==> config.mk <==
export PLATFORM = sky130hd
export DESIGN_NAME = led_pattern_gen
export DESIGN_NICKNAME = d
export VERILOG_FILES = /design/src/rtl/led_pattern_gen.sv
export SDC_FILE = /design/constraint.sdc
export NUM_CORES = 1
export LEC_CHECK = 0
export CAP_MARGIN = 5
export CORE_MARGIN = 2
export CORE_UTILIZATION = 40
export CTS_BUF_LIST = sky130_fd_sc_hd__clkbuf_4 sky130_fd_sc_hd__clkbuf_8
export DETAILED_ROUTE_END_ITERATION = 8
export PLACE_DENSITY_LB_ADDON = 0.3
export SKIP_CTS_REPAIR_TIMING = 1
export SLEW_MARGIN = 20
export SYNTH_ARGS = -nofsm -noshare
export SYNTH_HDL_FRONTEND = slang
export SYNTH_SLANG_ARGS = --single-unit
==> constraint.sdc <==
create_clock -name clk -period 3.2 [get_ports clk]
set_clock_uncertainty 0.05 [all_clocks]
set_input_delay 0.48 -clock clk [delete_from_list [all_inputs] [get_ports clk]]
set_output_delay 0.48 -clock clk [all_outputs]
set_load 0.01 [all_outputs]
==> src/rtl/led_pattern_gen.sv <==
// led_pattern_gen
//   Parametrised LED pattern generator. A clock divider produces a one-cycle
//   tick every DIV = CLK_HZ / TICK_HZ cycles. On each tick the pattern
//   advances in one of four modes: binary up, binary down, Gray up, or a
//   bouncing single-LED scanner.
//
//   Optional feature macro: LED_DIM_EN
//     When defined, a 4-bit duty input and a free-running 4-bit PWM counter
//     gate the LED outputs. The tick and the pattern state are not affected.
//
// Ports
//   clk    in   system clock; all logic on posedge
//   rst_n  in   asynchronous active-low reset
//   en     in   count enable; 0 freezes the divider and the pattern
//   mode   in   0 up, 1 down, 2 Gray, 3 scanner
//   duty   in   (LED_DIM_EN only) PWM duty, 0 = off, 15 = 15/16
//   tick   out  one-cycle strobe when the divider wraps
//   leds   out  registered LED drive, active-high
module led_pattern_gen #(
    parameter int WIDTH   = 8,
    parameter int CLK_HZ  = 12000000,
    parameter int TICK_HZ = 1
) (
    input  logic             clk,
    input  logic             rst_n,
    input  logic             en,
    input  logic [1:0]       mode,
`ifdef LED_DIM_EN
    input  logic [3:0]       duty,
`endif
    output logic             tick,
    output logic [WIDTH-1:0] leds
);

    localparam int DIV = CLK_HZ / TICK_HZ;
    localparam int DW  = $clog2(DIV);
    localparam int PW  = $clog2(WIDTH);

    typedef enum logic [1:0] {
        M_UP   = 2'd0,
        M_DOWN = 2'd1,
        M_GRAY = 2'd2,
        M_SCAN = 2'd3
    } mode_e;

    mode_e            mode_q, mode_nxt;
    logic [DW-1:0]    div_q, div_nxt;
    logic             tick_nxt;
    logic [WIDTH-1:0] cnt_q, cnt_nxt;
    logic [PW-1:0]    pos_q, pos_nxt;
    logic             dir_q, dir_nxt;   // 0 = moving up, 1 = moving down
    logic [WIDTH-1:0] pattern;
    logic             wrap;

    assign wrap = en && (div_q == DW'(DIV - 1));

    always_ff @(posedge clk or negedge rst_n) begin
        if (!rst_n) begin
            mode_q <= M_UP;
            div_q  <= '0;
            tick   <= 1'b0;
            cnt_q  <= '0;
            pos_q  <= '0;
            dir_q  <= 1'b0;
        end else begin
            mode_q <= mode_nxt;
            div_q  <= div_nxt;
            tick   <= tick_nxt;
            cnt_q  <= cnt_nxt;
            pos_q  <= pos_nxt;
            dir_q  <= dir_nxt;
        end
    end

    // Next-state: a mode change always wins over a coincident wrap, so the
    // seed is loaded and the divider restarts instead of advancing.
    always_comb begin
        mode_nxt = mode_q;
        div_nxt  = div_q;
        tick_nxt = 1'b0;
        cnt_nxt  = cnt_q;
        pos_nxt  = pos_q;
        dir_nxt  = dir_q;
        if (mode_e'(mode) != mode_q) begin
            mode_nxt = mode_e'(mode);
            div_nxt  = '0;
            case (mode_e'(mode))
                M_DOWN:  cnt_nxt = '1;
                M_SCAN: begin
                    pos_nxt = '0;
                    dir_nxt = 1'b0;
                end
                default: cnt_nxt = '0;
            endcase
        end else if (wrap) begin
            div_nxt  = '0;
            tick_nxt = 1'b1;
            case (mode_q)
                M_DOWN:  cnt_nxt = cnt_q - 1'b1;
                M_SCAN: begin
                    // Flip direction on arrival at an end so the end LED is
                    // shown for exactly one tick.
                    if (!dir_q) begin
                        pos_nxt = pos_q + 1'b1;
                        if (pos_q == PW'(WIDTH - 2)) dir_nxt = 1'b1;
                    end else begin
                        pos_nxt = pos_q - 1'b1;
                        if (pos_q == PW'(1)) dir_nxt = 1'b0;
                    end
                end
                default: cnt_nxt = cnt_q + 1'b1;
            endcase
        end else if (en) begin
            div_nxt = div_q + 1'b1;
        end
    end

    // Pattern is derived from next state so leds change on the tick edge.
    always_comb begin
        pattern = '0;
        case (mode_nxt)
            M_GRAY:  pattern = cnt_nxt ^ (cnt_nxt >> 1);
            M_SCAN:  pattern[pos_nxt] = 1'b1;
            default: pattern = cnt_nxt;
        endcase
    end

`ifdef LED_DIM_EN
    logic [3:0] pwm_q;

    always_ff @(posedge clk or negedge rst_n) begin
        if (!rst_n) begin
            pwm_q <= '0;
            leds  <= '0;
        end else begin
            pwm_q <= pwm_q + 1'b1;
            leds  <= pattern & {WIDTH{pwm_q < duty}};
        end
    end
`else
    always_ff @(posedge clk or negedge rst_n) begin
        if (!rst_n) leds <= '0;
        else        leds <= pattern;
    end
`endif

endmodule

==> impl_metrics.env <==
export IMPL_grt_antenna_before_repair=0
export IMPL_diodes=0
export IMPL_grt_overflow=0
export IMPL_vias=2660
export IMPL_numCtsBuffers=5
export IMPL_yosysSeqAreaShare_pct=39.02
export IMPL_finalMaxSlewViolations=0
export IMPL_syn_num_nets=350
export IMPL_cp_slowest_cell="or4b_4"
export IMPL_gp_congestion=0.9149
export IMPL_critPathArrivalTime_ns=3.10
export IMPL_status="complete, no violations"
export IMPL_clk_latency_ns=0.30
export IMPL_synth_edf_count=0
export IMPL_p_per_area_mw_per_mm2=380.5
export IMPL_vias_per_cell=5.770
export IMPL_max_stage_delay_ns=0.58
export IMPL_leakagePower_nw=1.361
export IMPL_path_max_fanout=8
export IMPL_dr_pass1_iters=4
export IMPL_placed_area_mm2=0.003318
export IMPL_holdCritPathClass="input pin to asynchronous set/reset pin"
export IMPL_setup_viol=0
export IMPL_met1_length_mm=3.653
export IMPL_crit_path_end_kind="flip-flop"
export IMPL_synth_distinct_cells=64
export IMPL_syn_to_final_growth_pct=13.12
export IMPL_synth_area_mm2=0.003014
export IMPL_ant_nets=0
export IMPL_grt_usage_pct=19.51
export IMPL_hold_violations=0
export IMPL_setup_ws_ns=0.2608
export IMPL_path_clk_slew_ns=0.10
export IMPL_clock_path_buffers=2
export IMPL_drtIter0Drc=271
export IMPL_die_w_um=90.81
export IMPL_layout_commonest_cell="dfrtp_1"
export IMPL_wl_per_cell_um=16.38
export IMPL_worst_pin_slew_ns=0.7362
export IMPL_htreeDepth=2
export IMPL_period_needed_ns=2.939
export IMPL_yosys_register_bits=47
export IMPL_grt_max_degree=48
export IMPL_rsz0062_at_grt="no"
export IMPL_ir_worst_vdd_mv=0.2070
export IMPL_port_buffers=13
export IMPL_grt_pass1_wl_mm=13.03
export IMPL_finalCritPeriodShare_pct=91.85
export IMPL_fin_area_mm2=0.003410
export IMPL_route_met2_wl_mm=3.426
export IMPL_dp_cells=453
export IMPL_initial_utilization_pct=41.33
export IMPL_synth_main_ff_cell="dfrtp_1"
export IMPL_cp_cell_sequence="or4b_4, or4_4, a2111oi_4, a31oi_1, o21ai_0, mux2_2, o221ai_1"
export IMPL_relSlewSlack_pct=50.40
export IMPL_layout_cells_non_filler=461
export IMPL_cts_sinks=47
export IMPL_max_cap_viol_count=0
export IMPL_drc=0
export IMPL_cts_tree="yes"
export IMPL_routed_wl_met3_um=404
export IMPL_crit_type="flip-flop to flip-flop"
export IMPL_yosys_warnings=0
export IMPL_fmax_mhz=340.2
export IMPL_pre_cts_ws_ns=0.1187
export IMPL_die_area_mm2=0.008246
export IMPL_postSynthAreaPerCell_um2=8.891
export IMPL_drive_gt1_share_pct=11.88
export IMPL_maxUsedRoutingLayer="met4"
export IMPL_critPathLaunchType="flip-flop"
export IMPL_core_area_mm2=0.007292
export IMPL_syn_inst=339
export IMPL_grt_pass1_vias=2607
export IMPL_num_rows=31
export IMPL_finalSetupTns_ns=0
export IMPL_critPathRequiredTime_ns=3.36
export IMPL_nets=372
export IMPL_io_pins=14
export IMPL_wl_mm=7.550
export IMPL_async_reset_ff_share_pct=100.0
export IMPL_layout_common_cells="dfrtp_1 (47), nand2_1 (41), nor2_1 (31), o21ai_0 (22), buf_4 (17)"
export IMPL_dieHeight_um=90.81
export IMPL_hpwl_mm=5.509
export IMPL_clockRootBuffer="clkbuf_8"
==> Yosys cell counts, types with 3 or more instances <==
| cell type | instances | area share (%) |
|---|---|---|
| nand2b_1 | 3 | 0.62 |
| inv_1 | 14 | 1.7 |
| nand2_1 | 41 | 5.1 |
| nor3b_1 | 3 | 0.75 |
| nand3_1 | 15 | 2.5 |
| o21ai_0 | 22 | 3.7 |
| and2_1 | 7 | 1.5 |
| xor2_1 | 15 | 4.4 |
| ha_1 | 6 | 2.5 |
| and4_1 | 4 | 1.2 |
| clkbuf_1 | 9 | 1.1 |
| a21oi_1 | 7 | 1.2 |
| nor2_1 | 31 | 3.9 |
| or4_4 | 3 | 1.1 |
| a31oi_1 | 5 | 1.0 |
| dfrtp_1 | 47 | 39 |
| and3_1 | 6 | 1.2 |
| mux2i_1 | 3 | 1.0 |
| nand4_1 | 16 | 3.3 |
| nor3_1 | 10 | 1.7 |
| or3_1 | 4 | 0.83 |
| mux2_2 | 4 | 1.5 |
| o211ai_1 | 5 | 1.2 |
| buf_2 | 4 | 0.66 |
| or4_1 | 3 | 0.75 |
==> sequential cells by signal (all words and copies together), names as in the netlist, named ones only <==
register / cells
dir_q: 1
cnt_q: 8
pos_q: 3
leds: 8
div_q: 24
tick: 1
==> kinds of logic (layout without fill, tap and decap cells) <==
logic type	count (synthesis)	count (layout)	synth area share (%)
DFF	47	47	39.02
buffers and inverters	28	51	3.902
and+or+nand+nor	164	164	29.85
xor gates and xnor gates	17	17	4.940
adders and majority gates	6	6	2.491
AOI/OAI and AO/OA	68	68	16.07
muxes	9	9	3.736
==> layer usage <==
| metal | global-route usage, % | vias up |
|---|---|---|
| li1 | - | 1292 |
| met1 | 28.75 | 1288 |
| met2 | 28.98 | 72 |
| met3 | 3.506 | 8 |
| met4 | 6.313 | 0 |
| met5 | 0 | - |
==> power breakdown <==
part | total [mW] | switching, mW | internal, mW
registers | 0.666 | 0.0381 | 0.628
logic | 0.258 | 0.141 | 0.116
clock network | 0.374 | 0.212 | 0.162
==> stage by stage <==
stage	hold slack (ns)	util [%]	power [mW]
after floorplan	0.1344	-	0.8184
after global routing	0.1963	46.76	1.358
after global placement	0.4497	45.50	0.9287
final	0.1377	46.76	1.297
after detailed placement	0.4693	45.50	0.9335
after CTS	0.3810	46.72	1.306
==> path summary, 6_finish.rpt <==
kind,slack [ns],cells past startpoint,endpoint
setup / recovery,0.26,7,leds[5]$_DFF_PN0_
hold / removal,0.14,1,div_q[17]$_DFFE_PN0P_
setup reg to reg,0.26,7,leds[5]$_DFF_PN0_
hold reg to reg,0.48,1,div_q[0]$_DFFE_PN0P_
max in group asynchronous,2.55,1,leds[0]$_DFF_PN0_
min in group clk,0.48,1,div_q[0]$_DFFE_PN0P_
==> final cells by class <==
class | instances | area, um2
multi-input cells | 264 | 1720
well taps | 99 | 123.9
clock buffers | 6 | 76.32
flip-flops and latches | 47 | 1176
clock inverters | 2 | 12.51
fillers | 730 | 3882
repair buffers | 29 | 247.7
inverters | 14 | 52.55
==> worst max-delay path, delay by kind of cell (launching register included) <==
kind / cells / cell delay, ns
simple gates: 2 / 1.05
compound gates: 4 / 0.85
flops: 1 / 0.51
mux: 1 / 0.38
Power figures use the tool's default switching activity.
